$ cat src/rtl/multicycle_alu_pkg.sv
// Shared definitions for multicycle_alu: ALU-control OP encoding and FSM states.
package alu_pkg;

  localparam logic [2:0] OP_ADD = 3'b000;
  localparam logic [2:0] OP_SUB = 3'b001;
  localparam logic [2:0] OP_AND = 3'b010;
  localparam logic [2:0] OP_OR  = 3'b011;
  localparam logic [2:0] OP_SLT = 3'b100;
  localparam logic [2:0] OP_MUL = 3'b101;
  localparam logic [2:0] OP_DIV = 3'b110;
  localparam logic [2:0] OP_NOP = 3'b111;

  typedef enum logic [1:0] {
    S_IDLE = 2'd0,
    S_RUN  = 2'd1,
    S_FIN  = 2'd2
  } state_t;

  function automatic logic is_mul_div(input logic [2:0] op);
    return (op == OP_MUL) || (op == OP_DIV);
  endfunction

endpackage

$ cat src/rtl/multicycle_alu_seq_muldiv.sv
// Iterative unsigned shift-add multiplier / restoring divider, one bit per cycle.
// hi_o (upper product / remainder) is a port only when ALU_HILO_EN is defined.
module seq_muldiv #(
  parameter int unsigned WIDTH = 32
) (
  input  logic             clk_i,
  input  logic             rst_ni,
  input  logic             load_i,
  input  logic             mode_div_i,
  input  logic [WIDTH-1:0] a_i,
  input  logic [WIDTH-1:0] b_i,
`ifdef ALU_HILO_EN
  output logic [WIDTH-1:0] hi_o,
`endif
  output logic [WIDTH-1:0] lo_o,
  output logic             done_o
);

  localparam int unsigned CW = $clog2(WIDTH);
  localparam logic [CW-1:0] LAST = CW'(WIDTH - 1);

  logic [WIDTH-1:0] hi_q, lo_q, opnd_q;
  logic [WIDTH-1:0] hi_step, lo_step;
  logic [CW-1:0]    cnt_q;
  logic             busy_q, div_q;
  logic [WIDTH:0]   sum, shifted;

  // lo/hi outputs are the result of the step in progress, so the final
  // iteration's value is available to the caller on the same edge.
  always_comb begin
    sum     = '0;
    shifted = '0;
    hi_step = hi_q;
    lo_step = lo_q;
    if (div_q) begin
      shifted = {hi_q, lo_q[WIDTH-1]};
      if (shifted >= {1'b0, opnd_q}) begin
        hi_step = shifted[WIDTH-1:0] - opnd_q;
        lo_step = {lo_q[WIDTH-2:0], 1'b1};
      end else begin
        hi_step = shifted[WIDTH-1:0];
        lo_step = {lo_q[WIDTH-2:0], 1'b0};
      end
    end else begin
      sum     = {1'b0, hi_q} + (lo_q[0] ? {1'b0, opnd_q} : '0);
      hi_step = sum[WIDTH:1];
      lo_step = {sum[0], lo_q[WIDTH-1:1]};
    end
  end

  assign done_o = busy_q && (cnt_q == LAST);
  assign lo_o   = lo_step;
`ifdef ALU_HILO_EN
  assign hi_o   = hi_step;
`endif

  always_ff @(posedge clk_i or negedge rst_ni) begin
    if (!rst_ni) begin
      hi_q   <= '0;
      lo_q   <= '0;
      opnd_q <= '0;
      cnt_q  <= '0;
      busy_q <= 1'b0;
      div_q  <= 1'b0;
    end else if (load_i) begin
      hi_q   <= '0;
      lo_q   <= mode_div_i ? a_i : b_i;
      opnd_q <= mode_div_i ? b_i : a_i;
      cnt_q  <= '0;
      busy_q <= 1'b1;
      div_q  <= mode_div_i;
    end else if (busy_q) begin
      hi_q  <= hi_step;
      lo_q  <= lo_step;
      cnt_q <= cnt_q + 1'b1;
      if (done_o) busy_q <= 1'b0;
    end
  end

endmodule

$ cat src/rtl/multicycle_alu.sv
// EX-stage ALU: single-cycle add/sub/and/or/slt, iterative mul/div via seq_muldiv.
// Define ALU_HILO_EN to expose HI (upper product / remainder).
module multicycle_alu
  import alu_pkg::*;
#(
  parameter int unsigned WIDTH = 32
) (
  input  logic             CLK,
  input  logic             RST_N,
  input  logic             START,
  input  logic [2:0]       OP,
  input  logic [WIDTH-1:0] A,
  input  logic [WIDTH-1:0] B,
  output logic [WIDTH-1:0] RESULT,
  output logic             ZERO,
  output logic             BUSY,
  output logic             DONE,
`ifdef ALU_HILO_EN
  output logic [WIDTH-1:0] HI,
`endif
  output logic             DIV0
);

  state_t           state_q, state_d;
  logic [WIDTH-1:0] result_q, result_d;
  logic             zero_q, zero_d;
  logic             div0_q, div0_d;
`ifdef ALU_HILO_EN
  logic [WIDTH-1:0] hi_q, hi_d;
  logic [WIDTH-1:0] eng_hi;
`endif
  logic [WIDTH-1:0] eng_lo, alu_res;
  logic             eng_done, accept, b_zero, go_long;

  assign accept  = START && (state_q != S_RUN);
  assign b_zero  = (B == '0);
  // Divide-by-zero bypasses the engine and completes like a single-cycle op.
  assign go_long = accept && is_mul_div(OP) && !((OP == OP_DIV) && b_zero);

  seq_muldiv #(.WIDTH(WIDTH)) u_muldiv (
    .clk_i      (CLK),
    .rst_ni     (RST_N),
    .load_i     (go_long),
    .mode_div_i (OP == OP_DIV),
    .a_i        (A),
    .b_i        (B),
`ifdef ALU_HILO_EN
    .hi_o       (eng_hi),
`endif
    .lo_o       (eng_lo),
    .done_o     (eng_done)
  );

  always_comb begin
    case (OP)
      OP_ADD:  alu_res = A + B;
      OP_SUB:  alu_res = A - B;
      OP_AND:  alu_res = A & B;
      OP_OR:   alu_res = A | B;
      OP_SLT:  alu_res = {{(WIDTH-1){1'b0}}, ($signed(A) < $signed(B))};
      default: alu_res = '0;
    endcase
  end

  always_comb begin
    state_d  = state_q;
    result_d = result_q;
    zero_d   = zero_q;
    div0_d   = div0_q;
`ifdef ALU_HILO_EN
    hi_d     = hi_q;
`endif
    case (state_q)
      S_RUN: if (eng_done) state_d = S_FIN;
      default: begin
        if (!accept)      state_d = S_IDLE;
        else if (go_long) state_d = S_RUN;
        else              state_d = S_FIN;
      end
    endcase

    if (accept && !go_long) begin
      if (OP == OP_NOP) begin
        div0_d = 1'b0;
      end else if (OP == OP_DIV) begin
        result_d = '1;
        zero_d   = 1'b0;
        div0_d   = 1'b1;
`ifdef ALU_HILO_EN
        hi_d     = A;
`endif
      end else begin
        result_d = alu_res;
        zero_d   = (alu_res == '0);
        div0_d   = 1'b0;
      end
    end else if (eng_done) begin
      result_d = eng_lo;
      zero_d   = (eng_lo == '0);
      div0_d   = 1'b0;
`ifdef ALU_HILO_EN
      hi_d     = eng_hi;
`endif
    end
  end

  always_ff @(posedge CLK or negedge RST_N) begin
    if (!RST_N) begin
      state_q  <= S_IDLE;
      result_q <= '0;
      zero_q   <= 1'b1;
      div0_q   <= 1'b0;
`ifdef ALU_HILO_EN
      hi_q     <= '0;
`endif
    end else begin
      state_q  <= state_d;
      result_q <= result_d;
      zero_q   <= zero_d;
      div0_q   <= div0_d;
`ifdef ALU_HILO_EN
      hi_q     <= hi_d;
`endif
    end
  end

  assign RESULT = result_q;
  assign ZERO   = zero_q;
  assign DIV0   = div0_q;
  assign BUSY   = (state_q == S_RUN);
  assign DONE   = (state_q == S_FIN);
`ifdef ALU_HILO_EN
  assign HI     = hi_q;
`endif

endmodule

$ cat config.mk
export PLATFORM = sky130hd
export DESIGN_NAME = multicycle_alu
export DESIGN_NICKNAME = d
export VERILOG_FILES = /design/src/rtl/multicycle_alu_pkg.sv /design/src/rtl/multicycle_alu_seq_muldiv.sv /design/src/rtl/multicycle_alu.sv
export SDC_FILE = /design/constraint.sdc
export NUM_CORES = 1
export LEC_CHECK = 0
export BUFFER_PORTS_ARGS = -buffer_cell sky130_fd_sc_hd__buf_2
export CORE_MARGIN = 4
export CORE_UTILIZATION = 56
export CTS_CLUSTER_SIZE = 20
export DETAILED_ROUTE_END_ITERATION = 6
export PLACE_DENSITY = 0.74
export SLEW_MARGIN = 15
export SYNTH_ARGS = -nofsm -noshare
export SYNTH_HDL_FRONTEND = slang
export SYNTH_SLANG_ARGS = --single-unit
$ cat constraint.sdc
create_clock -name CLK -period 3.8 [get_ports CLK]
set_clock_uncertainty 0.05 [all_clocks]
set_input_delay 0.57 -clock CLK [delete_from_list [all_inputs] [get_ports CLK]]
set_output_delay 0.57 -clock CLK [all_outputs]
set_load 0.01 [all_outputs]
# Word-level counts from Yosys, hierarchy flattened
# Index checks and enable logic that the tools add are counted.
[totals]
regBits = 139
out_inout_bits = 36
[op_classes]
addsub = 5
order_cmp = 2
n_eq_ne = 13
mux = 33
bitwise = 2
reduce_logical = 16
[ops]
columns = ["cell", "count"]
rows = [
  ["32-bit 2-to-1 mux", 14],
  ["32-bit case mux with 5 select lines", 1],
  ["32-bit logical NOT", 3],
  ["32-bit subtractor", 2],
  ["32-bit by 33-bit adder with 33-bit output", 1],
  ["33-bit by 32-bit greater-or-equal comparator with 1-bit output", 1],
  ["32-bit adder", 1],
  ["32-bit bitwise AND", 1],
  ["32-bit < comparator", 1],
  ["32-bit OR", 1],
  ["3-bit equality test, second input constant", 4],
  ["1-bit 2-to-1 mux", 12],
  ["5-bit 2-to-1 mux", 2],
  ["2-bit 2-to-1 mux", 4],
  ["3-bit by 2-bit equality test with 1-bit output, second input constant", 2],
  ["1-bit logical AND", 6],
  ["5-bit by 1-bit adder with 5-bit output, second input constant", 1],
  ["5-bit equality test, second input constant", 1],
  ["2-bit by 1-bit != test with 1-bit output, second input constant", 2],
  ["2-bit nonzero test", 2],
  ["3-bit by 1-bit equality test with 1-bit output, second input constant", 1],
  ["3-bit logical NOT", 1],
  ["2-bit by 1-bit equality test with 1-bit output, second input constant", 1],
  ["2-bit equality test, second input constant", 1],
  ["4 further kinds", 5],
]

# Logic depth before layout (Yosys ltp)
[logic_depth]
word_depth = 8
ltp_mapped = 17

# Modules after synthesis
# Synthesis repeated with hierarchy kept, for this count alone.
[unflattened]
cells_unflattened = 2188
hier_area_um2 = 16960.0
[by_module_without_submodules]
columns = ["module", "n_inst", "cells_per_inst", "area_per_inst_um2"]
rows = [
  ["seq_muldiv", 1, 1158, 9582.9],
  ["multicycle_alu", 1, 1030, 7377.1],
]

# Least setup slack after synthesis
# OpenSTA, ideal clock, no wires.
[synth_path]
path_kind = "input port to flip-flop"
startpoint = "in A[10]"
endpoint = "reg zero_q (netlist: ZERO)"
setup_ns = 0.062
arrival_ns = 3.579
t_required_ns = 3.688
path_slack_ns = 0.109
stages = 15
path_cell_list = "inv_1 -> ha_1 -> buf_2 -> a211o_1 -> o21bai_1 -> o32a_1 -> a21bo_2 -> a21o_1 -> a21oi_1 -> o41ai_4 -> xnor2_1 -> a2111oi_2 -> nand4_1 -> nor4_1 -> a221o_1"
[synth_between]
elab_chain_cells = 6
elab_cells_between_ends = 10
[synth_lines]
columns = ["item", "line_no", "text"]
rows = [
  ["start, declared", "multicycle_alu.sv:12", "input logic [WIDTH-1:0] A,"],
  ["32-bit subtractor, or another cell as far along", "multicycle_alu.sv:57", "OP_SUB: alu_res = A - B;"],
  ["32-bit case mux with 5 select lines (*)", "multicycle_alu.sv:55", "case (OP)"],
  ["32-bit logical NOT (*)", "multicycle_alu.sv:94", "zero_d = (alu_res == '0);"],
  ["1-bit 2-to-1 mux (*)", "multicycle_alu.sv:85", "end else if (OP == OP_DIV) begin"],
  ["1-bit 2-to-1 mux (*)", "multicycle_alu.sv:83", "if (OP == OP_NOP) begin"],
  ["1-bit 2-to-1 mux (*)", "multicycle_alu.sv:82", "if (accept && !go_long) begin"],
  ["end signal, assigned", "multicycle_alu.sv:119", "zero_q <= zero_d;"],
  ["end, declared", "multicycle_alu.sv:26", "logic zero_q, zero_d;"],
]
# Every way passes the cells marked *; elsewhere a longest branch is shown, timed or not. The select of a mux whose other input is x is not followed.
# A chain may end at the register's enable or synchronous reset.

# Worst setup path in the final report
[layout_path]
startpoint = "in B[1]"
endpoint = "reg zero_q (netlist: ZERO)"
[layout_between]
elab_chain_cells = 8
elab_cells_between_ends = 19
[layout_lines]
columns = ["item", "line_no", "text"]
rows = [
  ["start, declared", "multicycle_alu.sv:13", "input logic [WIDTH-1:0] B,"],
  ["parallel branches: the longest is 8 deep, another holds 32-bit subtractor", "-", ""],
]
# Parallel ways; which one is timed is not known. The select of a mux whose other input is x is not followed.

==> flow_metrics.py <==
metrics = {
    "setup_path": {
        "path_cells": "buf_2 > inv_1 > ha_1 > a211oi_4 > buf_4 > o31ai_2 > buf_4 > mux2i_1 > xor2_1 > o22ai_1 > nor4_1 > buf_4 > nand4_1 > nor4_2 > and4b_1 > nand4_1 > nor4_2 > a221o_1",
        "r2r_end": "u_muldiv.hi_q[24]",
        "cp-end-kind": "flop",
        "cp-start-kind": "primary input",
        "required_ns": 4.12,
        "slowest_stage": "ha_1",
        "cp.buffers_inverters": 5,
        "startpoint": "B[1]",
        "path_depth": 18,
        "arrival_ns": 4.08,
        "path_class": "primary input to flop",
        "r2r_start": "u_muldiv.lo_q[0]",
        "cp_common_cell": "buf_4",
        "critPathMaxStageDelay_ns": 0.35,
        "endpoint": "ZERO",
        "r2r_cells": 17,
        "crit_fanout": 3,
        "crit_family": "simple AND/OR/NAND/NOR gates",
        "reg2reg_slack_ns": 0.12,
    },
    "global_route": {
        "grt_max_degree": 90,
        "antenna_found_initial": 2,
        "grt_pass1_vias": 17058,
        "grt_pass1_wl_mm": 93.6,
        "grt_usage_pct": 37.3,
        "gr-total-overflow": 0,
    },
    "logic_synthesis": {
        "yosys_warnings": 0,
        "synth.top_cell.area_share_pct": 21.4,
        "synthDominantAreaCellType": "dfrtp_1",
        "ys_types": 83,
        "synth_edf_count": 0,
        "synth_compound_area_share_pct": 31.0,
        "synth_xor_area_share_pct": 3.42,
        "synth_top_family_by_area": "compound AO/OA/AOI/OAI gates",
        "syn_area_mm2": 0.0161,
        "synth.area.top_cells": "dfrtp_1, ha_1, a21oi_1, nor2_1, o21ai_0",
        "synthFlopType": "dfrtp_1",
        "syn_inst": 2162,
        "seq_area_frac_synth_pct": 21.6,
        "synth.area.mux_share_pct": 3.71,
        "yosys.area_share.simple_pct": 19.5,
        "synth_fp_nets": 2413,
        "async_reset_ff_share_pct": 100,
        "synth-adder-area-share_pct": 14.2,
        "syn_area_per_cell_um2": 7.46,
        "synth_seq_cells": 139,
    },
    "cts": {
        "cts_buffer_depth": 2,
        "ctsRootBufferMaster": "clkbuf_16",
        "cts_tree": "built",
        "clock_latency_ns": 0.42,
        "htree_levels": 4,
        "cts.hold.buffers_added": 0,
        "clk_pin_slew_ns": 0.07,
        "cts_buffers": 17,
        "cts.sinks": 139,
    },
    "sta": {
        "fin_crit_ns": 3.76,
        "min_period_over_period_pct": 99.1,
        "rsz0062_at_grt": "yes",
        "whs_ns": 0.0655,
        "fin_setup_tns_ns": 0,
        "setup_violations": 0,
        "worst_pin_slew_ns": 1.01,
        "hold_violations": 0,
        "drv_slew": 0,
        "fmax_ghz": 0.266,
        "relSlewSlack_pct": 33.0,
    },
    "floorplanning": {
        "die_x_um": 178,
        "fp.coreArea_mm2": 0.0281,
        "num_rows": 61,
        "fp.dieH_um": 178,
        "start_util_pct": 57.4,
        "num_io_pins": 106,
        "die_area_mm2": 0.0316,
    },
    "route": {
        "vias_per_cell": 6.38,
        "initialDrtViolationCount": 2769,
        "drt_pass1_iterations": 6,
        "drtAntennaViolNets": 0,
        "vias": 18149,
        "post-route-drc-count": 0,
        "post_drt_wl_per_cell_um": 21.1,
        "wl_mm": 60.1,
    },
    "cells_and_area": {
        "syn_to_final_growth_pct": 22.5,
        "fillers": 2386,
        "layout_commonest_cell": "buf_4",
        "diodes": 0,
        "drive_gt1_share_pct": 20.0,
        "final_util_pct": 70.3,
        "multi_input_area_mm2": 0.0118,
        "seqCellArea_mm2": 0.00348,
        "layout_common_cells": "buf_4, a21oi_1, nor2_1",
        "nets": 2703,
        "fin_cells": 2843,
    },
    "power": {
        "p_clk_share_pct": 12.7,
        "p_comb_share_pct": 65.8,
        "power.leakage_nw": 9.55,
        "finalPower_mw": 13.3,
        "p_int_mw": 7.01,
        "peakVddDrop_mv": 0.442,
        "pwr-share-seq_pct": 21.6,
        "powerDensity_mw_per_mm2": 674,
        "switchingPower_mw": 6.30,
        "swShare_pct": 47.3,
    },
    "min_path": {
        "hold_path.class": "primary input to asynchronous set/reset pin",
    },
    "flow_run": {
        "drv_cap": 0,
    },
    "placed_design": {
        "port_buffers": 105,
        "dp_hpwl_mm": 47.5,
        "place_congestion": 1.01,
        "place_inst": 2807,
    },
    "status": {
        "status": "finished clean",
    },
}
## power by group through the flow
stage,logic (mW),clock network [mW],registers (mW)
5_1_grt,9.59,1.76,2.92
6_report,8.75,1.69,2.87
3_5_place_dp,8.42,0,2.85
3_3_place_gp,8.16,0,2.82
2_1_floorplan,5.85,0,2.66
4_1_cts,8.54,1.69,2.83
## layout make-up
class	instances	share of cell area [%]
Tap cell	378	2.40
Timing Repair Buffer	398	14.4
Clock inverter	12	0.691
Multi-Input combinational cell	1748	59.7
Inverter	148	2.81
Clock buffer	20	2.31
Sequential cell	139	17.6
## worst reg2reg max path, cell delays in order (launching register included)
cell and delay, ns:
dfrtp_2 0.48, buf_12 0.16, and2_1 0.15, ha_1 0.29
inv_1 0.09, o21ai_0 0.14, a21o_1 0.22, a311o_1 0.32
nor3_1 0.20, buf_4 0.15, o21ai_1 0.10, buf_4 0.15
a21o_1 0.21, a21o_1 0.19, a21oi_1 0.18, xor2_1 0.18
a21oi_1 0.10, a32o_1 0.22
## cells by family (layout without fill, tap and decap cells)
logic type | Yosys count | in the layout
AO/OA/AOI/OAI | 769 | 769
AND/OR/NAND/NOR | 676 | 676
buffers and inverters | 275 | 578
adder cells (fa/ha/maj) | 181 | 181
flip-flops | 139 | 139
XOR/XNOR | 63 | 63
multiplexers | 59 | 59
## state kept, by name (all words and copies together) (netlist names)
name             cells
ZERO                 1
u_muldiv.hi_q       32
u_muldiv.lo_q       32
u_muldiv.busy_q      1
u_muldiv.cnt_q       5
state_q              2
u_muldiv.opnd_q     32
DIV0                 1
RESULT              32
u_muldiv.div_q       1
## per-layer routing
metal | wire (µm) | vias to the layer above | share of wire (%) | global-route usage [%]
met5 | 0 | - | 0 | 0
li1 | - | 8399 | - | -
met4 | 1900 | 0 | 3.2 | 9.96
met2 | 27100 | 921 | 45 | 59.9
met3 | 4720 | 126 | 7.8 | 4.01
met1 | 26400 | 8703 | 44 | 53.5
## cells in the mapped netlist, types with 22 or more instances
library cell / count
a21o_1: 63
o211ai_1: 30
xnor2_1: 33
dfrtp_1: 138
nand2b_1: 24
nor2_1: 249
nor4_1: 23
inv_1: 147
and2_1: 47
nor3_1: 40
o21ai_0: 144
nand2_1: 163
mux2i_1: 53
o21bai_1: 22
clkbuf_1: 105
a21oi_1: 255
nand4_1: 26
xor2_1: 30
nand3_1: 38
a211oi_1: 79
ha_1: 177
## repair_timing
item / in CTS / in global routing
resized for setup: 11 / 37
endpoints found under the setup margin: 2 / 27
cloned: 0 / 0
pin swaps: 5 / 9
setup buffers: 3 / 1
## worst min path at each step
stage                                   end  startpoint  slack (ns)  cells after the start
final                     u_muldiv.hi_q[31]       RST_N        0.07                      1
after global placement           RESULT[13]  RESULT[13]        0.40                      2
after detailed placement         RESULT[13]  RESULT[13]        0.41                      2
after global routing      u_muldiv.hi_q[28]       RST_N        0.12                      1
after CTS                 u_muldiv.hi_q[31]       RST_N        0.09                      1
after floorplan                        DIV0       RST_N        0.22                      0
## metrics by stage
stage / instance area (µm²) / setup WS [ns]
floorplan: 16100 / 0.109
global placement: 18900 / -0.451
detailed placement: 18900 / -0.616
CTS: 19600 / 0.0117
global route: 19700 / -0.0779
finish: 19700 / 0.0361
Note: power is estimated with default switching activity, not from simulation.
